==> config.mk <==
export PLATFORM = sky130hd
export DESIGN_NAME = uart_link
export DESIGN_NICKNAME = d
export VERILOG_FILES = /design/src/rtl/uart_link.sv
export SDC_FILE = /design/constraint.sdc
export NUM_CORES = 1
export LEC_CHECK = 0
export ABC_AREA = 1
export BUFFER_PORTS_ARGS = -buffer_cell sky130_fd_sc_hd__buf_2
export CELL_PAD_IN_SITES_DETAIL_PLACEMENT = 0
export CELL_PAD_IN_SITES_GLOBAL_PLACEMENT = 1
export CORE_MARGIN = 2
export CORE_UTILIZATION = 45
export CTS_CLUSTER_SIZE = 25
export DETAILED_ROUTE_END_ITERATION = 10
export HOLD_SLACK_MARGIN = 0.06
export PLACE_DENSITY = 0.79
export SYNTH_ARGS = -nofsm -noshare
export SYNTH_HDL_FRONTEND = slang
export SYNTH_SLANG_ARGS = --single-unit
==> constraint.sdc <==
create_clock -name clk -period 1.85 [get_ports clk]
set_input_delay 0.0925 -clock clk [delete_from_list [all_inputs] [get_ports clk]]
set_output_delay 0.0925 -clock clk [all_outputs]
set_load 0.05 [all_outputs]
==> src/rtl/uart_link.sv <==
// UART link: TX/RX FIFOs, 8N1-style framing with optional parity, sticky error flags.
// Optional feature: define UART_LINK_LOOPBACK_EN to add a loopback port feeding the TX line into the receiver.
module uart_link #(
  parameter int CLK_DIV    = 434,
  parameter int DATA_W     = 8,
  parameter int FIFO_DEPTH = 16,
  parameter int PARITY     = 0
) (
  input  logic              clk,
  input  logic              rst,
  input  logic [DATA_W-1:0] tx_data,
  input  logic              tx_valid,
  output logic              tx_ready,
  output logic              txd,
  output logic              tx_busy,
  input  logic              rxd,
  output logic [DATA_W-1:0] rx_data,
  output logic              rx_valid,
  input  logic              rx_ready,
  output logic              rx_busy,
  input  logic              err_clr,
  output logic              parity_err,
  output logic              frame_err,
  output logic              overrun
`ifdef UART_LINK_LOOPBACK_EN
  ,
  input  logic              loopback
`endif
);

  localparam int AW = $clog2(FIFO_DEPTH);
  localparam int CW = $clog2(CLK_DIV);
  localparam int BW = $clog2(DATA_W);
  localparam logic [CW-1:0] DIV_LAST = CW'(CLK_DIV - 1);
  localparam logic [CW-1:0] DIV_HALF = CW'(CLK_DIV / 2 - 1);
  localparam logic [BW-1:0] BIT_LAST = BW'(DATA_W - 1);
  localparam logic          PAR_ODD  = (PARITY == 1);
  localparam logic          HAS_PAR  = (PARITY != 0);

  typedef enum logic [2:0] {S_IDLE, S_START, S_DATA, S_PAR, S_STOP} state_t;

  // ---------------- TX FIFO ----------------
  logic [DATA_W-1:0] r_tx_mem [FIFO_DEPTH];
  logic [AW:0]       r_tx_wp, r_tx_rp;
  logic              w_tx_empty, w_tx_full, w_tx_wr, w_tx_pop;
  logic [DATA_W-1:0] w_tx_head;

  assign w_tx_empty = (r_tx_wp == r_tx_rp);
  assign w_tx_full  = (r_tx_wp[AW] != r_tx_rp[AW]) && (r_tx_wp[AW-1:0] == r_tx_rp[AW-1:0]);
  assign w_tx_wr    = tx_valid && !w_tx_full;
  assign w_tx_head  = r_tx_mem[r_tx_rp[AW-1:0]];

  // NOTE: FIFO storage has no reset; the pointers alone define which entries are valid.
  always_ff @(posedge clk) begin
    if (w_tx_wr) r_tx_mem[r_tx_wp[AW-1:0]] <= tx_data;
  end

  always_ff @(posedge clk) begin
    if (rst) begin
      r_tx_wp <= '0;
      r_tx_rp <= '0;
    end else begin
      if (w_tx_wr)  r_tx_wp <= r_tx_wp + 1'b1;
      if (w_tx_pop) r_tx_rp <= r_tx_rp + 1'b1;
    end
  end

  // ---------------- TX FSM ----------------
  state_t            r_tx_state, w_tx_next;
  logic [CW-1:0]     r_tx_cnt;
  logic [BW-1:0]     r_tx_bit;
  logic [DATA_W-1:0] r_tx_shift;
  logic              r_tx_par, w_tx_tick, w_tx_line;

  assign w_tx_tick = (r_tx_cnt == DIV_LAST);

  always_ff @(posedge clk) begin
    if (rst) r_tx_state <= S_IDLE;
    else     r_tx_state <= w_tx_next;
  end

  // NOTE: every output of this block is given a default first, so no path can infer a latch.
  always_comb begin
    w_tx_next = r_tx_state;
    w_tx_pop  = 1'b0;
    w_tx_line = 1'b1;
    case (r_tx_state)
      S_IDLE: if (!w_tx_empty) begin
        w_tx_pop  = 1'b1;
        w_tx_next = S_START;
      end
      S_START: begin
        w_tx_line = 1'b0;
        if (w_tx_tick) w_tx_next = S_DATA;
      end
      S_DATA: begin
        w_tx_line = r_tx_shift[0];
        if (w_tx_tick && r_tx_bit == BIT_LAST) w_tx_next = HAS_PAR ? S_PAR : S_STOP;
      end
      S_PAR: begin
        w_tx_line = r_tx_par;
        if (w_tx_tick) w_tx_next = S_STOP;
      end
      S_STOP: if (w_tx_tick) begin
        // Chain straight into the next frame when more data is waiting.
        if (!w_tx_empty) begin
          w_tx_pop  = 1'b1;
          w_tx_next = S_START;
        end else begin
          w_tx_next = S_IDLE;
        end
      end
      default: w_tx_next = S_IDLE;
    endcase
  end

  always_ff @(posedge clk) begin
    if (rst) begin
      r_tx_cnt   <= '0;
      r_tx_bit   <= '0;
      r_tx_shift <= '0;
      r_tx_par   <= 1'b0;
    end else begin
      r_tx_cnt <= (r_tx_state == S_IDLE || w_tx_tick) ? '0 : r_tx_cnt + 1'b1;
      if (w_tx_pop) begin
        r_tx_shift <= w_tx_head;
        r_tx_par   <= (^w_tx_head) ^ PAR_ODD;
        r_tx_bit   <= '0;
      end else if (r_tx_state == S_DATA && w_tx_tick) begin
        r_tx_shift <= r_tx_shift >> 1;
        r_tx_bit   <= r_tx_bit + 1'b1;
      end
    end
  end

  // ---------------- RX input select ----------------
  logic r_rxd_s1, r_rxd_s2, r_rx_prev, w_rx_in;

`ifdef UART_LINK_LOOPBACK_EN
  assign w_rx_in = loopback ? w_tx_line : r_rxd_s2;
  assign txd     = loopback ? 1'b1 : w_tx_line;
`else
  assign w_rx_in = r_rxd_s2;
  assign txd     = w_tx_line;
`endif

  always_ff @(posedge clk) begin
    if (rst) begin
      r_rxd_s1  <= 1'b1;
      r_rxd_s2  <= 1'b1;
      r_rx_prev <= 1'b1;
    end else begin
      r_rxd_s1  <= rxd;
      r_rxd_s2  <= r_rxd_s1;
      r_rx_prev <= w_rx_in;
    end
  end

  // ---------------- RX FSM ----------------
  state_t            r_rx_state, w_rx_next;
  logic [CW-1:0]     r_rx_cnt;
  logic [BW-1:0]     r_rx_bit;
  logic [DATA_W-1:0] r_rx_shift;
  logic              r_rx_par_bad;
  logic              w_rx_adv, w_rx_push, w_rx_set_par, w_rx_set_frm;

  always_ff @(posedge clk) begin
    if (rst) r_rx_state <= S_IDLE;
    else     r_rx_state <= w_rx_next;
  end

  always_comb begin
    w_rx_next    = r_rx_state;
    w_rx_push    = 1'b0;
    w_rx_set_par = 1'b0;
    w_rx_set_frm = 1'b0;
    // START samples mid-bit; every later bit is one full bit period after the previous sample.
    w_rx_adv     = (r_rx_state == S_START) ? (r_rx_cnt == DIV_HALF) : (r_rx_cnt == DIV_LAST);
    case (r_rx_state)
      S_IDLE:  if (r_rx_prev && !w_rx_in) w_rx_next = S_START;
      S_START: if (w_rx_adv) w_rx_next = w_rx_in ? S_IDLE : S_DATA;
      S_DATA:  if (w_rx_adv && r_rx_bit == BIT_LAST) w_rx_next = HAS_PAR ? S_PAR : S_STOP;
      S_PAR:   if (w_rx_adv) w_rx_next = S_STOP;
      S_STOP:  if (w_rx_adv) begin
        w_rx_next    = S_IDLE;
        w_rx_set_frm = !w_rx_in;
        w_rx_set_par = r_rx_par_bad;
        w_rx_push    = w_rx_in && !r_rx_par_bad;
      end
      default: w_rx_next = S_IDLE;
    endcase
  end

  always_ff @(posedge clk) begin
    if (rst) begin
      r_rx_cnt     <= '0;
      r_rx_bit     <= '0;
      r_rx_shift   <= '0;
      r_rx_par_bad <= 1'b0;
    end else begin
      r_rx_cnt <= (r_rx_state == S_IDLE || w_rx_adv) ? '0 : r_rx_cnt + 1'b1;
      if (r_rx_state == S_START && w_rx_adv) begin
        r_rx_bit     <= '0;
        r_rx_par_bad <= 1'b0;
      end
      if (r_rx_state == S_DATA && w_rx_adv) begin
        r_rx_shift <= {w_rx_in, r_rx_shift[DATA_W-1:1]};
        r_rx_bit   <= r_rx_bit + 1'b1;
      end
      if (r_rx_state == S_PAR && w_rx_adv)
        r_rx_par_bad <= ((^r_rx_shift) ^ w_rx_in) != PAR_ODD;
    end
  end

  // ---------------- RX FIFO and flags ----------------
  logic [DATA_W-1:0] r_rx_mem [FIFO_DEPTH];
  logic [AW:0]       r_rx_wp, r_rx_rp;
  logic              w_rx_empty, w_rx_full, w_rx_pop, w_rx_wr, w_rx_ovr;
  logic              r_parity_err, r_frame_err, r_overrun;

  assign w_rx_empty = (r_rx_wp == r_rx_rp);
  assign w_rx_full  = (r_rx_wp[AW] != r_rx_rp[AW]) && (r_rx_wp[AW-1:0] == r_rx_rp[AW-1:0]);
  assign w_rx_pop   = rx_ready && !w_rx_empty;
  assign w_rx_wr    = w_rx_push && (!w_rx_full || w_rx_pop);
  assign w_rx_ovr   = w_rx_push && w_rx_full && !w_rx_pop;

  always_ff @(posedge clk) begin
    if (w_rx_wr) r_rx_mem[r_rx_wp[AW-1:0]] <= r_rx_shift;
  end

  always_ff @(posedge clk) begin
    if (rst) begin
      r_rx_wp      <= '0;
      r_rx_rp      <= '0;
      r_parity_err <= 1'b0;
      r_frame_err  <= 1'b0;
      r_overrun    <= 1'b0;
    end else begin
      if (w_rx_wr)  r_rx_wp <= r_rx_wp + 1'b1;
      if (w_rx_pop) r_rx_rp <= r_rx_rp + 1'b1;
      // A new error wins over a coincident clear.
      r_parity_err <= (r_parity_err && !err_clr) || w_rx_set_par;
      r_frame_err  <= (r_frame_err  && !err_clr) || w_rx_set_frm;
      r_overrun    <= (r_overrun    && !err_clr) || w_rx_ovr;
    end
  end

  assign tx_ready   = !w_tx_full;
  assign tx_busy    = (r_tx_state != S_IDLE);
  assign rx_data    = r_rx_mem[r_rx_rp[AW-1:0]];
  assign rx_valid   = !w_rx_empty;
  assign rx_busy    = (r_rx_state != S_IDLE);
  assign parity_err = r_parity_err;
  assign frame_err  = r_frame_err;
  assign overrun    = r_overrun;

endmodule

==> flow_summary.ini <==
[place]
port_buffers = 29
gp_congestion = 0.8311
pre_cts_slack_ps = -220.5
dp_cells = 1832
dpl.hpwl_um = 20720

[detailed_routing]
m1WireLength_um = 15050
wl_met3_um = 1594
met2_length_um = 17450
route.vias.total = 10224
highest_layer = met4
wl_um = 34710
drcViolationCount = 0
via_per_inst = 5.235
final_antenna_net_count = 0
drt_iter0_drc = 743
dr.pass1.iters = 5
wl_per_cell_um = 17.77

[clock_network]
ctsRootBufferMaster = clkbuf_16
htree_levels = 2
cts.sinks = 338
cts_tree = yes
clk_path_buf_depth = 3
cts_inserted_buffers = 37
clk_latency_ps = 520
path_clk_slew_ps = 60

[critical_path]
r2r_slack_ps = -100
crit_fanout = 16
crit_arrival_ps = 2050
critPathKind = reg -> out
worst_setup_path_end_kind = primary output
crit_end = rx_data[2]
worst_setup_path_start_kind = flop
worstPathRequired_ps = 1760
r2r-end = r_tx_par$_SDFFE_PP0P_
reg2regPathDepth = 17

[floorplan]
die_y_um = 182.5
design.core.area_um2 = 31470
die_area_um2 = 33290
die_width_um = 182.5
initial_core_util_pct = 45.53
io_pins = 30
row_count = 65

[yosys]
postSynthCellCount = 1342
syn_nets = 1373
syn-mean-instance-area_um2 = 10.68
synth_top_area_share_pct = 53.65
synth_edf_count = 256
synth_area_um2 = 14330
yosys_most_used_dff = edfxtp_1
synth_cell_type_count = 46
synth_area_leader_cell = edfxtp_1
ys_ff_latch = 338
synth_seq_area_share_pct = 65.10
synth.top_cells.by_area = edfxtp_1, dfxtp_1, nand2_1
yosysWarnings = 0
ys_async_sr_fraction_pct = 0

[timing]
worst_pin_slew_ps = 522.5
skew_ps = 25.17
final-hold-violation-count = 0
maxSlewHeadroom_pct = 65.13
post-route-period-util_pct = 115.9
rsz0062_at_grt = true
setup_viol = 10
period_minus_slack_ps = 2145
drv_slew = 0
clock.fmax_ghz = 0.4662
setup_slack_ps = -295.1

[power]
p_leak_nw = 7.255
power_mw = 22.11
power_density_nw_per_um2 = 1170
ir_drop_mv = 1.004

[run_status]
violations = negative setup slack
status = complete, but fails checks

[final_layout]
antenna_cells = 0
fin_cells = 1953
nFillCells = 2476
area_growth_pct = 31.88
nNetsFinal = 1555
drive_gt1_share_pct = 28.43

[global_route]
grt_pass1_wl_um = 52700
grt_antenna_before_repair = 0
grt_max_degree = 30
grt_pass1_vias = 9868
grtUsageTotal_pct = 20.21
overflow = 0

[min_path]
min_path_type = in -> reg

[job]
maxCapViolCount = 0
metal layers:
metal / vias to the layer above / track usage [%]
met5: - / 0
met4: 0 / 5.161
met3: 52 / 2.993
met2: 244 / 34.67
met1: 4947 / 27.06
li1: 4981 / -
placed cells by master, fill, tap and decap left out, types with 9 or more instances in the layout:
master / n
clkbuf_16: 47
o21ai_0: 51
inv_1: 120
o21ai_1: 27
nand2_4: 11
buf_4: 91
o21ai_2: 15
inv_2: 9
nor2_4: 37
xnor2_1: 9
clkbuf_1: 9
edfxtp_1: 256
nor3_1: 12
dfxtp_1: 71
a21oi_1: 72
buf_12: 30
buf_2: 20
nand3_1: 52
nor2_1: 77
mux2i_1: 25
o211ai_1: 35
nand3_2: 41
nand2_2: 27
nand2_1: 225
xor2_1: 12
ha_1: 17
buf_6: 29
dlygate4sd3_1: 13
kinds of logic (layout without fill, tap and decap cells):
logic type                 Yosys count  count (layout)  synth area share, %
and+or+nand+nor                    524             524                15.77
DFF                                338             338                65.10
AOI/OAI and AO/OA                  220             220                8.618
buffers and inverters              190             399                5.509
muxes                               32              32                2.235
xor gates and xnor gates            21              21                1.284
adders and majority gates           17              17                1.484
flip-flops by register name, summed over array words and instances (netlist names), 3 cells and up, named ones only:
signal and cells:
r_rx_bit 3, r_rx_cnt 9, r_rx_mem 128, r_rx_rp 5, r_rx_shift 8, r_rx_state 3
r_rx_wp 5, r_tx_bit 3, r_tx_cnt 9, r_tx_mem 128, r_tx_rp 5, r_tx_shift 8
r_tx_state 3, r_tx_wp 5
power breakdown:
group / internal (mW) / total (mW) / switching (mW)
registers: 8.33 / 8.51 / 0.177
clock network: 4.36 / 7.26 / 2.90
logic: 2.73 / 6.34 / 3.61
final cells by class:
cell class / count / area (µm²) / area share (%)
Multi-Input combinational cell: 814 / 5131 / 27.15
Clock buffer: 50 / 1037 / 5.489
Timing Repair Buffer: 196 / 2151 / 11.38
Sequential cell: 338 / 9350 / 49.48
Tap cell: 402 / 503.0 / 2.662
Inverter: 136 / 549.3 / 2.907
Timing Repair inverter: 1 / 16.27 / 0.08607
Clock inverter: 16 / 160.2 / 0.8475
synth_stat cells, types with 3 or more instances:
cell type / number
nand3b_1: 3
ha_1: 17
o211ai_1: 35
nand3_1: 93
buf_4: 4
inv_2: 6
or2_2: 4
nand4_1: 5
xor2_1: 12
mux2i_1: 32
a21oi_1: 79
buf_6: 5
dfxtp_1: 82
o21ai_0: 91
buf_1: 4
edfxtp_1: 256
o21ai_1: 4
buf_2: 17
or2_0: 3
clkbuf_1: 24
xnor2_1: 9
nor3_1: 17
nor2_1: 116
nand2_1: 263
nand2_2: 4
o21a_1: 3
inv_1: 127
per-stage QoR:
stage               util, %  hold WS (ps)  area (µm²)  setup TNS, ps
finish                60.04         311.2       18900          -2150
global route          60.04         317.9       18900          -8024
CTS                   56.87         299.3       17900          -2224
detailed placement    50.85         277.3       16010         -17500
global placement      50.85         280.1       16010         -11160
floorplan                 -         191.4       14560         -21700
worst min path at each step:
stage / from / to / slack (ps) / depth (start not counted)
floorplan: tx_data[0] / r_tx_mem[0][0]$_DFFE_PP_ / 190 / 0
global placement: rxd / r_rxd_s1$_SDFF_PP1_ / 280 / 2
detailed placement: rxd / r_rxd_s1$_SDFF_PP1_ / 280 / 2
CTS: rxd / r_rxd_s1$_SDFF_PP1_ / 300 / 3
global route: rxd / r_rxd_s1$_SDFF_PP1_ / 320 / 3
finish: rxd / r_rxd_s1$_SDFF_PP1_ / 310 / 3
worst max-delay path, cell delays in order (launching register included):
cell and delay (ps):
dfxtp_4 370, buf_12 130, buf_12 170, mux2i_1 210, o21ai_1 90, o211ai_1 240, nand2_1 140, buf_6 180
repair_timing:
item,4_1_cts,5_1_grt
buffers inserted,15,17
hold endpoints to repair,152,0
setup endpoints to repair,121,236
hold buffers,13,0
pin swaps,37,72
resized for setup,105,169
gates cloned,5,9
(Power assumes the default switching activity.)
